### src/rtl/clk_rst_seq_if.sv
// clk_rst_seq_if
// Groups the per-channel divider/reset-sequencer signals of clk_rst_seq so
// the sequencer and whoever drives it share one bundle.
//   div_val     : divider values, channel k at [k*DIV_W +: DIV_W]
//   div_load    : per-channel pulse, latch div_val into the channel shadow
//   sw_rst_req  : per-channel pulse, request a local channel reset
//   ch_clk_en   : per-channel one-cycle enable per divided period
//   ch_clk      : per-channel divided clock level
//   ch_reset_n  : per-channel active-low reset
//   seq_done    : all channels released after the global reset
//   busy        : channel is inside a software reset hold
// The master modport belongs to the requester, the slave modport to the
// sequencer itself.
interface clk_rst_seq_if #(
  parameter int NUM_CH = 4,
  parameter int DIV_W  = 16
);
  logic [NUM_CH*DIV_W-1:0] div_val;
  logic [NUM_CH-1:0]       div_load;
  logic [NUM_CH-1:0]       sw_rst_req;
  logic [NUM_CH-1:0]       ch_clk_en;
  logic [NUM_CH-1:0]       ch_clk;
  logic [NUM_CH-1:0]       ch_reset_n;
  logic                    seq_done;
  logic [NUM_CH-1:0]       busy;

  modport master (
    output div_val, div_load, sw_rst_req,
    input  ch_clk_en, ch_clk, ch_reset_n, seq_done, busy
  );

  modport slave (
    input  div_val, div_load, sw_rst_req,
    output ch_clk_en, ch_clk, ch_reset_n, seq_done, busy
  );
endinterface

### src/rtl/clk_rst_seq.sv
// clk_rst_seq
// Clock-enable and reset sequencer. After the global reset drops, every
// channel is held in reset for HOLD_CYCLES clocks and then released one by
// one, STAGGER clocks apart. Once all channels are out of reset, each one
// can be put back into a local reset by software. Every released channel
// runs a programmable divider that produces an enable pulse per period and
// a divided clock level.
// Ports:
//   clk   : system clock, everything on the rising edge
//   reset : synchronous active-high global reset
//   bus   : clk_rst_seq_if slave modport (divider values/loads, software
//           reset requests, channel enables/clocks/resets, seq_done, busy)
module clk_rst_seq #(
  parameter int NUM_CH      = 4,
  parameter int DIV_W       = 16,
  parameter int DIV_RESET   = 2,
  parameter int HOLD_CYCLES = 8,
  parameter int STAGGER     = 4
) (
  input logic          clk,
  input logic          reset,
  clk_rst_seq_if.slave bus
);

  localparam int SEQ_MAX = HOLD_CYCLES + (NUM_CH - 1) * STAGGER + 1;
  localparam int SEQ_W   = $clog2(SEQ_MAX + 1);
  localparam int HOLD_W  = $clog2(HOLD_CYCLES + 1);

  localparam logic [SEQ_W-1:0]  SEQ_SAT     = SEQ_W'(SEQ_MAX);
  localparam logic [SEQ_W-1:0]  SEQ_HOLD    = SEQ_W'(HOLD_CYCLES);
  localparam logic [SEQ_W-1:0]  SEQ_ONE     = SEQ_W'(1);
  localparam logic [HOLD_W-1:0] HOLD_RELOAD = HOLD_W'(HOLD_CYCLES - 1);
  localparam logic [HOLD_W-1:0] HOLD_ONE    = HOLD_W'(1);
  localparam logic [DIV_W-1:0]  DIV_INIT    = DIV_W'(DIV_RESET);
  localparam logic [DIV_W-1:0]  DIV_ONE     = DIV_W'(1);

  typedef enum logic [1:0] {
    ST_HOLD,
    ST_RELEASE,
    ST_DONE
  } seqState_t;

  seqState_t        state_q, state_d;
  logic [SEQ_W-1:0] seqCnt_q, seqCnt_d;
  logic             seqDone_q, seqDone_d;

  logic [NUM_CH-1:0] rstN_q, rstN_d;
  logic [NUM_CH-1:0] busy_q, busy_d;
  logic [NUM_CH-1:0] clkEn_q, clkEn_d;
  logic [NUM_CH-1:0] chClk_q, chClk_d;
  logic [HOLD_W-1:0] holdCnt_q [NUM_CH];
  logic [HOLD_W-1:0] holdCnt_d [NUM_CH];
  logic [DIV_W-1:0]  shadow_q  [NUM_CH];
  logic [DIV_W-1:0]  shadow_d  [NUM_CH];
  logic [DIV_W-1:0]  divCnt_q  [NUM_CH];
  logic [DIV_W-1:0]  divCnt_d  [NUM_CH];

  // Global sequence: seqCnt counts clocks since reset dropped and saturates
  // one past the last channel release. The FSM state and seq_done are
  // derived from the next count so they line up with the registered
  // channel releases computed from the same value.
  always_comb begin
    seqCnt_d = seqCnt_q;
    state_d  = state_q;
    if (seqCnt_q != SEQ_SAT) begin
      seqCnt_d = seqCnt_q + SEQ_ONE;
    end
    unique case (state_q)
      ST_HOLD:    if (seqCnt_d >= SEQ_HOLD) state_d = ST_RELEASE;
      ST_RELEASE: if (seqCnt_d == SEQ_SAT) state_d = ST_DONE;
      ST_DONE:    state_d = ST_DONE;
      default:    state_d = ST_HOLD;
    endcase
    seqDone_d = (state_d == ST_DONE);
  end

  // Sequencer registers.
  always_ff @(posedge clk) begin
    if (reset) begin
      state_q   <= ST_HOLD;
      seqCnt_q  <= '0;
      seqDone_q <= 1'b0;
    end else begin
      state_q   <= state_d;
      seqCnt_q  <= seqCnt_d;
      seqDone_q <= seqDone_d;
    end
  end

  // Per-channel next state. Before DONE the channel reset simply follows
  // the staggered release threshold and software requests are dropped.
  // In DONE a request (re)starts a HOLD_CYCLES hold. The divider is frozen
  // at zero whenever the channel is in reset now or is entering reset on
  // this edge, so no enable ever coincides with a falling channel reset.
  // A load restarts the count and suppresses the enable of that edge, so a
  // load on a wrap cannot produce a double pulse.
  always_comb begin : chanNext
    logic [DIV_W-1:0] effDiv;
    logic             wrap;
    effDiv  = '0;
    wrap    = 1'b0;
    rstN_d  = rstN_q;
    busy_d  = busy_q;
    clkEn_d = '0;
    chClk_d = chClk_q;
    for (int k = 0; k < NUM_CH; k++) begin
      holdCnt_d[k] = holdCnt_q[k];
      shadow_d[k]  = shadow_q[k];
      divCnt_d[k]  = divCnt_q[k];

      if (state_q != ST_DONE) begin
        rstN_d[k] = (int'(seqCnt_d) >= HOLD_CYCLES + k * STAGGER);
        busy_d[k] = 1'b0;
      end else if (bus.sw_rst_req[k]) begin
        rstN_d[k]    = 1'b0;
        busy_d[k]    = 1'b1;
        holdCnt_d[k] = HOLD_RELOAD;
      end else if (busy_q[k]) begin
        if (holdCnt_q[k] == '0) begin
          rstN_d[k] = 1'b1;
          busy_d[k] = 1'b0;
        end else begin
          holdCnt_d[k] = holdCnt_q[k] - HOLD_ONE;
        end
      end else begin
        rstN_d[k] = 1'b1;
      end

      if (bus.div_load[k]) begin
        shadow_d[k] = bus.div_val[k*DIV_W +: DIV_W];
      end

      effDiv = (shadow_q[k] == '0) ? DIV_ONE : shadow_q[k];
      wrap   = (divCnt_q[k] == effDiv - DIV_ONE);

      if (!rstN_q[k] || !rstN_d[k]) begin
        divCnt_d[k] = '0;
        chClk_d[k]  = 1'b0;
      end else if (bus.div_load[k]) begin
        divCnt_d[k] = '0;
      end else if (wrap) begin
        divCnt_d[k] = '0;
        clkEn_d[k]  = 1'b1;
        chClk_d[k]  = ~chClk_q[k];
      end else begin
        divCnt_d[k] = divCnt_q[k] + DIV_ONE;
      end
    end
  end

  // Per-channel registers. Global reset restores the divider shadow to
  // DIV_RESET and discards any pending load or software hold.
  always_ff @(posedge clk) begin
    if (reset) begin
      rstN_q  <= '0;
      busy_q  <= '0;
      clkEn_q <= '0;
      chClk_q <= '0;
      for (int k = 0; k < NUM_CH; k++) begin
        holdCnt_q[k] <= '0;
        shadow_q[k]  <= DIV_INIT;
        divCnt_q[k]  <= '0;
      end
    end else begin
      rstN_q  <= rstN_d;
      busy_q  <= busy_d;
      clkEn_q <= clkEn_d;
      chClk_q <= chClk_d;
      for (int k = 0; k < NUM_CH; k++) begin
        holdCnt_q[k] <= holdCnt_d[k];
        shadow_q[k]  <= shadow_d[k];
        divCnt_q[k]  <= divCnt_d[k];
      end
    end
  end

  assign bus.ch_reset_n = rstN_q;
  assign bus.busy       = busy_q;
  assign bus.ch_clk_en  = clkEn_q;
  assign bus.ch_clk     = chClk_q;
  assign bus.seq_done   = seqDone_q;

endmodule
### src/flat_wrapper.sv
// flat-port wrapper written by rule: the top's interface ports become plain ports
module clk_rst_seq_flat 
#(
  parameter int NUM_CH      = 4,
  parameter int DIV_W       = 16,
  parameter int DIV_RESET   = 2,
  parameter int HOLD_CYCLES = 8,
  parameter int STAGGER     = 4
)
  (clk, reset, bus_div_val, bus_div_load, bus_sw_rst_req, bus_ch_clk_en, bus_ch_clk, bus_ch_reset_n, bus_seq_done, bus_busy);
  clk_rst_seq_if #(.NUM_CH(NUM_CH), .DIV_W(DIV_W)) bus_i ();
  input logic clk;
  input logic reset;
  input wire logic [$bits(bus_i.div_val)-1:0] bus_div_val;
  input wire logic [$bits(bus_i.div_load)-1:0] bus_div_load;
  input wire logic [$bits(bus_i.sw_rst_req)-1:0] bus_sw_rst_req;
  output wire logic [$bits(bus_i.ch_clk_en)-1:0] bus_ch_clk_en;
  output wire logic [$bits(bus_i.ch_clk)-1:0] bus_ch_clk;
  output wire logic [$bits(bus_i.ch_reset_n)-1:0] bus_ch_reset_n;
  output wire logic [$bits(bus_i.seq_done)-1:0] bus_seq_done;
  output wire logic [$bits(bus_i.busy)-1:0] bus_busy;
  assign bus_i.div_val = bus_div_val;
  assign bus_i.div_load = bus_div_load;
  assign bus_i.sw_rst_req = bus_sw_rst_req;
  assign bus_ch_clk_en = bus_i.ch_clk_en;
  assign bus_ch_clk = bus_i.ch_clk;
  assign bus_ch_reset_n = bus_i.ch_reset_n;
  assign bus_seq_done = bus_i.seq_done;
  assign bus_busy = bus_i.busy;
  clk_rst_seq #(.NUM_CH(NUM_CH), .DIV_W(DIV_W), .DIV_RESET(DIV_RESET), .HOLD_CYCLES(HOLD_CYCLES), .STAGGER(STAGGER)) u_core (.clk(clk), .reset(reset), .bus(bus_i));
endmodule
### config.mk
export PLATFORM = sky130hd
export DESIGN_NAME = clk_rst_seq_flat
export DESIGN_NICKNAME = d
export VERILOG_FILES = /design/src/rtl/clk_rst_seq_if.sv /design/src/rtl/clk_rst_seq.sv /design/src/flat_wrapper.sv
export SDC_FILE = /design/constraint.sdc
export NUM_CORES = 1
export LEC_CHECK = 0
export ABC_CLOCK_PERIOD_IN_PS = 3700
export BUFFER_PORTS_ARGS = -buffer_cell sky130_fd_sc_hd__buf_2
export CORE_ASPECT_RATIO = 0.7
export CORE_MARGIN = 5
export CORE_UTILIZATION = 50
export DETAILED_ROUTE_END_ITERATION = 10
export PLACE_DENSITY = 0.69
export SYNTH_ARGS = -nofsm -noshare
export SYNTH_HDL_FRONTEND = slang
export SYNTH_SLANG_ARGS = --single-unit
### constraint.sdc
create_clock -name clk -period 3.7 [get_ports clk]
set_input_delay 0.555 -clock clk [delete_from_list [all_inputs] [get_ports clk]]
set_output_delay 0.555 -clock clk [all_outputs]
set_load 0.03 [all_outputs]
; After elaboration in Yosys (flattened, before gate mapping)
; Memories as Yosys holds them, arrays and structs flattened.
; Index checks and enable logic that the tools add are counted.
[totals]
reg_bits = 24
word_cells = 185
ramBits = 144
n_memories = 3
input_bits = 74
[classes]
eq_ne = 10
add_sub_neg = 13
bitwise = 20
order_cmp = 5
n_reduce_logical = 34
n_mux = 87
[mem_list]
columns = memory, depth, word_bits, rd, rd_ports_with_merged_regs, wr, line
row1 = u_core.divCnt_q, 4, 16, 4, 0, 4, clk_rst_seq.sv:55  ; logic [DIV_W-1:0] divCnt_q [NUM_CH];
row2 = u_core.shadow_q, 4, 16, 4, 0, 4, clk_rst_seq.sv:53  ; logic [DIV_W-1:0] shadow_q [NUM_CH];
row3 = u_core.holdCnt_q, 4, 4, 4, 0, 4, clk_rst_seq.sv:51  ; logic [HOLD_W-1:0] holdCnt_q [NUM_CH];
[ops]
columns = operator, n
row1 = $mux 16, 28
row2 = $mux 4, 20
row3 = $add 16x1->16 const B, 4
row4 = $eq 16x16->1, 4
row5 = $logic_not 16->1, 4
row6 = $sub 16x1->16 const B, 4
row7 = $mux 1, 35
row8 = $logic_not 4->1, 4
row9 = $sub 4x1->4 const B, 4
row10 = $ge 5x4->1 const B, 3
row11 = $or 1x1->1, 12
row12 = $reduce_or 3->1, 4
row13 = $ge 5x5->1 const B, 2
row14 = $reduce_or 2->1, 5
row15 = $logic_not 1->1, 8
row16 = $not 1->1, 8
row17 = $reduce_and 2->1, 4
row18 = $pmux 2 s3, 1
row19 = $add 5x1->5 const B, 1
row20 = $eq 5x5->1 const B, 1
row21 = $mux 5, 1
row22 = $ne 5x5->1 const B, 1
row23 = $eq 2x2->1 const B, 2
row24 = $logic_or 1x1->1, 4
row25 = other kinds (4), 5

; Logic depth before layout (Yosys ltp)
[depth]
ltp_word = 9
depth_mapped = 14
mapped_depth_nobuf = 12

; Worst setup path before layout
; No wires, ideal clock.
[synth_timing]
path_type = reg2reg
from = memory u_core.shadow_q[1][5]
to = memory u_core.divCnt_q[1][10]
stages_incl_launch_ff = 14
t_arrival_ns = 3.092
slack_ns = 0.491
setup_time_ns = 0.117
period_less_slack_ns = 3.209
path_cell_list = dfxtp_1 -> nor4_1 -> nand3b_4 -> o21bai_1 -> inv_1 -> ha_1 -> or4b_4 -> nor3_1 -> or2_2 -> a221oi_1 -> o22ai_1 -> o21ai_2 -> buf_2 -> nor2_1
[synth_rtl]
columns = item, line
row1 = from (decl), clk_rst_seq.sv:53
row2 = to (decl), clk_rst_seq.sv:55

==> impl_metrics.sql <==
INSERT INTO impl_metrics (metric_group, metric, value, unit) VALUES
('outcome', 'result_of_the_run', 'finished, final reports clean', ''),
('timing', 'hold_violations', '0', ''),
('synthesis', 'ys_seq_area_share', '37.1', '%'),
('routing', 'first_iter_violations', '528', ''),
('routing', 'post_drt_via_cell_ratio', '5.53', ''),
('cts', 'root_buffer', 'sky130_fd_sc_hd__clkbuf_16', ''),
('grt', 'first_global_vias', '7025', ''),
('die', 'die_outline_area', '0.0210', 'mm2'),
('synthesis', 'synth_cells', '1062', ''),
('die', 'horizontal_die_dimension', '171', 'um'),
('synthesis', 'synth-edff-count', '0', ''),
('power', 'power_frac_clock', '43.5', '%'),
('synthesis', 'synth_fp_nets', '1150', ''),
('power', 'netSwitchingPower', '1070', 'uW'),
('cts', 'clock_tree.htree_level_count', '4', ''),
('die', 'design.portCount', '91', ''),
('cts', 'clkSlewWorstSetupHoldPaths', '70', 'ps'),
('timing', 'fin_crit_sh', '93.0', '%'),
('cts', 'post-cts-setup-buffer-count', '0', ''),
('grt', 'grt_max_degree', '86', ''),
('die', 'row_count', '41', ''),
('routing', 'post-route-drc-count', '0', ''),
('cts', 'clock_latency', '440', 'ps'),
('placed_design', 'place.gp.congestion', '0.873', ''),
('grt', 'grt_usage', '20.4', '%'),
('routing', 'drt-total-wl', '21300', 'um'),
('timing', 'final.setup.tns', '0', 'ps'),
('grt', 'antenna_found_initial', '0', ''),
('final_layout', 'nets', '1235', ''),
('setup_path', 'r2r-start', 'u_core.shadow_q[2][12]$_SDFFE_PP0P_', ''),
('synthesis', 'synth.ff_latch_count', '168', ''),
('timing', 'slew_viol_final', '0', ''),
('final_layout', 'mostFrequentLayoutCell', 'sky130_fd_sc_hd__nor2_1', ''),
('cts', 'cts_buffer_depth', '2', ''),
('setup_path', 'critPathKind', 'flop to flop', ''),
('routing', 'antenna_left', '0', ''),
('grt', 'congestion_overflow_gr', '0', ''),
('cts', 'hold_buffer_count_at_cts', '0', ''),
('power', 'worst_ir_drop_vdd', '0.000269', 'V'),
('final_layout', 'final_cell_mix', '194 x sky130_fd_sc_hd__nor2_1, 168 x sky130_fd_sc_hd__dfxtp_1, 90 x sky130_fd_sc_hd__buf_2', ''),
('final_layout', 'antenna_cells_inserted', '0', ''),
('synthesis', 'post_synth.cell_area_avg', '8.54', 'um2'),
('setup_path', 'worst-endpoint-required', '4010', 'ps'),
('setup_path', 'timing.critical_path.cells', 'nor4_1, buf_4, a41oi_1, ha_1, nor3b_1, mux2_2, o22ai_1, o2111ai_1, nor4_2, a31o_2, nor2_1', ''),
('setup_path', 'timing.critical_path.to_type', 'flop', ''),
('setup_path', 'critical-path-max-stage-delay', '450', 'ps'),
('power', 'leakagePower', '0.00408', 'uW'),
('power', 'cellPowerDensity', '411', 'mW/mm2'),
('timing', 'clock.fmax', '291', 'MHz'),
('die', 'initial_cell_density_of_the_core', '50.6', '%'),
('final_layout', 'fill_cells', '1593', ''),
('power', 'power.switching_fraction', '25.1', '%'),
('die', 'core_area', '0.0179', 'mm2'),
('setup_path', 'timing.critical_path.to', 'u_core.divCnt_q[2][4]$_SDFF_PP0_', ''),
('setup_path', 'worst_r2r_path_depth', '11', ''),
('final_layout', 'syn_to_final_growth', '14.7', '%'),
('placed_design', 'dpl-instance-area', '0.00978', 'mm2'),
('grt', 'grt_first_pass_wirelength', '35000', 'um'),
('synthesis', 'synth_async_sr_flop_share', '0', '%'),
('cts', 'cts_tree', 'done', ''),
('routing', 'via_count', '7721', ''),
('synthesis', 'yosys_most_used_dff', 'sky130_fd_sc_hd__dfxtp_1', ''),
('timing', 'minimum_clock_period_after_layout', '3440', 'ps'),
('job', 'number_of_max_cap_violations', '0', ''),
('synthesis', 'ys.warnings.count', '0', ''),
('setup_path', 'r2r-end', 'u_core.divCnt_q[2][4]$_SDFF_PP0_', ''),
('final_layout', 'final_cell_area', '0.0104', 'mm2'),
('setup_path', 'crit_arrival', '3750', 'ps'),
('timing', 'max-slew-margin-rel', '38.3', '%'),
('synthesis', 'number_of_distinct_library_cells_after_synthesis', '79', ''),
('power', 'power.combinational.fraction', '11.5', '%');
==> final cells by class <==
| class | instances | area [um2] | share of cell area [%] |
|---|---|---|---|
| tap | 236 | 295 | 2.84 |
| clock inverter | 10 | 143 | 1.37 |
| clock buffer | 22 | 474 | 4.56 |
| inverter | 28 | 105 | 1.01 |
| sequential | 168 | 3360 | 32.3 |
| multi-input combinational | 821 | 5410 | 52.0 |
| timing repair buffer | 111 | 608 | 5.85 |
==> worst max-delay path: cells and delay by family (launching register included) <==
family                     cells  cell delay, ps
AOI/OAI and AO/OA              4            1180
adders and majority gates      1             290
buffers and inverters          1             170
DFF                            1             450
muxes                          1             380
and+or+nand+nor                4             850
==> per-stage QoR <==
stage	setup WS, ps	util, %	instances	hold WS (ps)	power [uW]
3_3_place_gp	438	54.6	1364	458	2440
5_1_grt	51.2	58.1	1396	339	4460
6_report	260	58.1	1396	348	4270
2_1_floorplan	491	-	1062	434	2300
3_5_place_dp	335	54.6	1364	460	2450
4_1_cts	261	58.0	1396	341	4300
==> synth_stat cells, types with 19 or more instances <==
library cell               count  area (um2)
sky130_fd_sc_hd__xor2_1       62         543
sky130_fd_sc_hd__a21oi_1      28         140
sky130_fd_sc_hd__nand3_1      50         250
sky130_fd_sc_hd__nand2_1      54         203
sky130_fd_sc_hd__nor2_1      194         728
sky130_fd_sc_hd__mux2i_1      64         641
sky130_fd_sc_hd__inv_1        28         105
sky130_fd_sc_hd__nor4_1       26         163
sky130_fd_sc_hd__dfxtp_1     168        3360
sky130_fd_sc_hd__xnor2_1      76         666
sky130_fd_sc_hd__o21ai_0      19        95.1
sky130_fd_sc_hd__nor3_1       30         150
sky130_fd_sc_hd__clkbuf_1     29         109
==> power by group through the flow <==
stage               Sequential [uW]  Combinational [uW]  Clock, uW
floorplan                      1940                 362          0
detailed placement             1960                 484          0
global route                   1930                 544       1990
global placement               1960                 479          0
CTS                            1920                 488       1890
finish                         1920                 491       1860
==> cells by family (layout without fill, tap and decap cells) <==
group	count (synthesis)	after routing	synth area share, %
mux	66	66	7.31
fa+ha+maj	14	14	1.93
flops	168	168	37.1
xor+xnor	138	138	13.3
simple gates	468	468	26.4
compound gates	135	135	10.7
buf+inv	73	171	3.31
==> worst min path at each step <==
stage / startpoint / end / slack [ps] / cells past startpoint
floorplan: u_core.holdCnt_q[2][0]$_SDFFE_PP0P_ / u_core.holdCnt_q[2][0]$_SDFFE_PP0P_ / 430 / 1
global placement: u_core.holdCnt_q[2][0]$_SDFFE_PP0P_ / u_core.holdCnt_q[2][0]$_SDFFE_PP0P_ / 460 / 1
detailed placement: u_core.holdCnt_q[2][0]$_SDFFE_PP0P_ / u_core.holdCnt_q[2][0]$_SDFFE_PP0P_ / 460 / 1
CTS: bus_div_val[21] / u_core.shadow_q[1][5]$_SDFFE_PP0P_ / 340 / 3
global route: bus_div_val[21] / u_core.shadow_q[1][5]$_SDFFE_PP0P_ / 340 / 3
finish: bus_div_val[21] / u_core.shadow_q[1][5]$_SDFFE_PP0P_ / 350 / 3
==> layer usage <==
layer	share of wire, %	track usage (%)
met1	52	30.3
met2	42	29.5
met3	4.9	5.31
met4	1.0	5.24
met5	0	0
==> registers in the layout, summed over array words and instances, names as in the netlist <==
register	count
u_core.bus.ch_clk_en	4
u_core.divCnt_q	64
u_core.seqCnt_q	5
u_core.bus.busy	4
u_core.shadow_q	64
u_core.state_q	2
u_core.bus.ch_reset_n	4
u_core.bus.seq_done	1
u_core.holdCnt_q	16
u_core.bus.ch_clk	4
No activity file was read; power rests on OpenSTA's default activity.
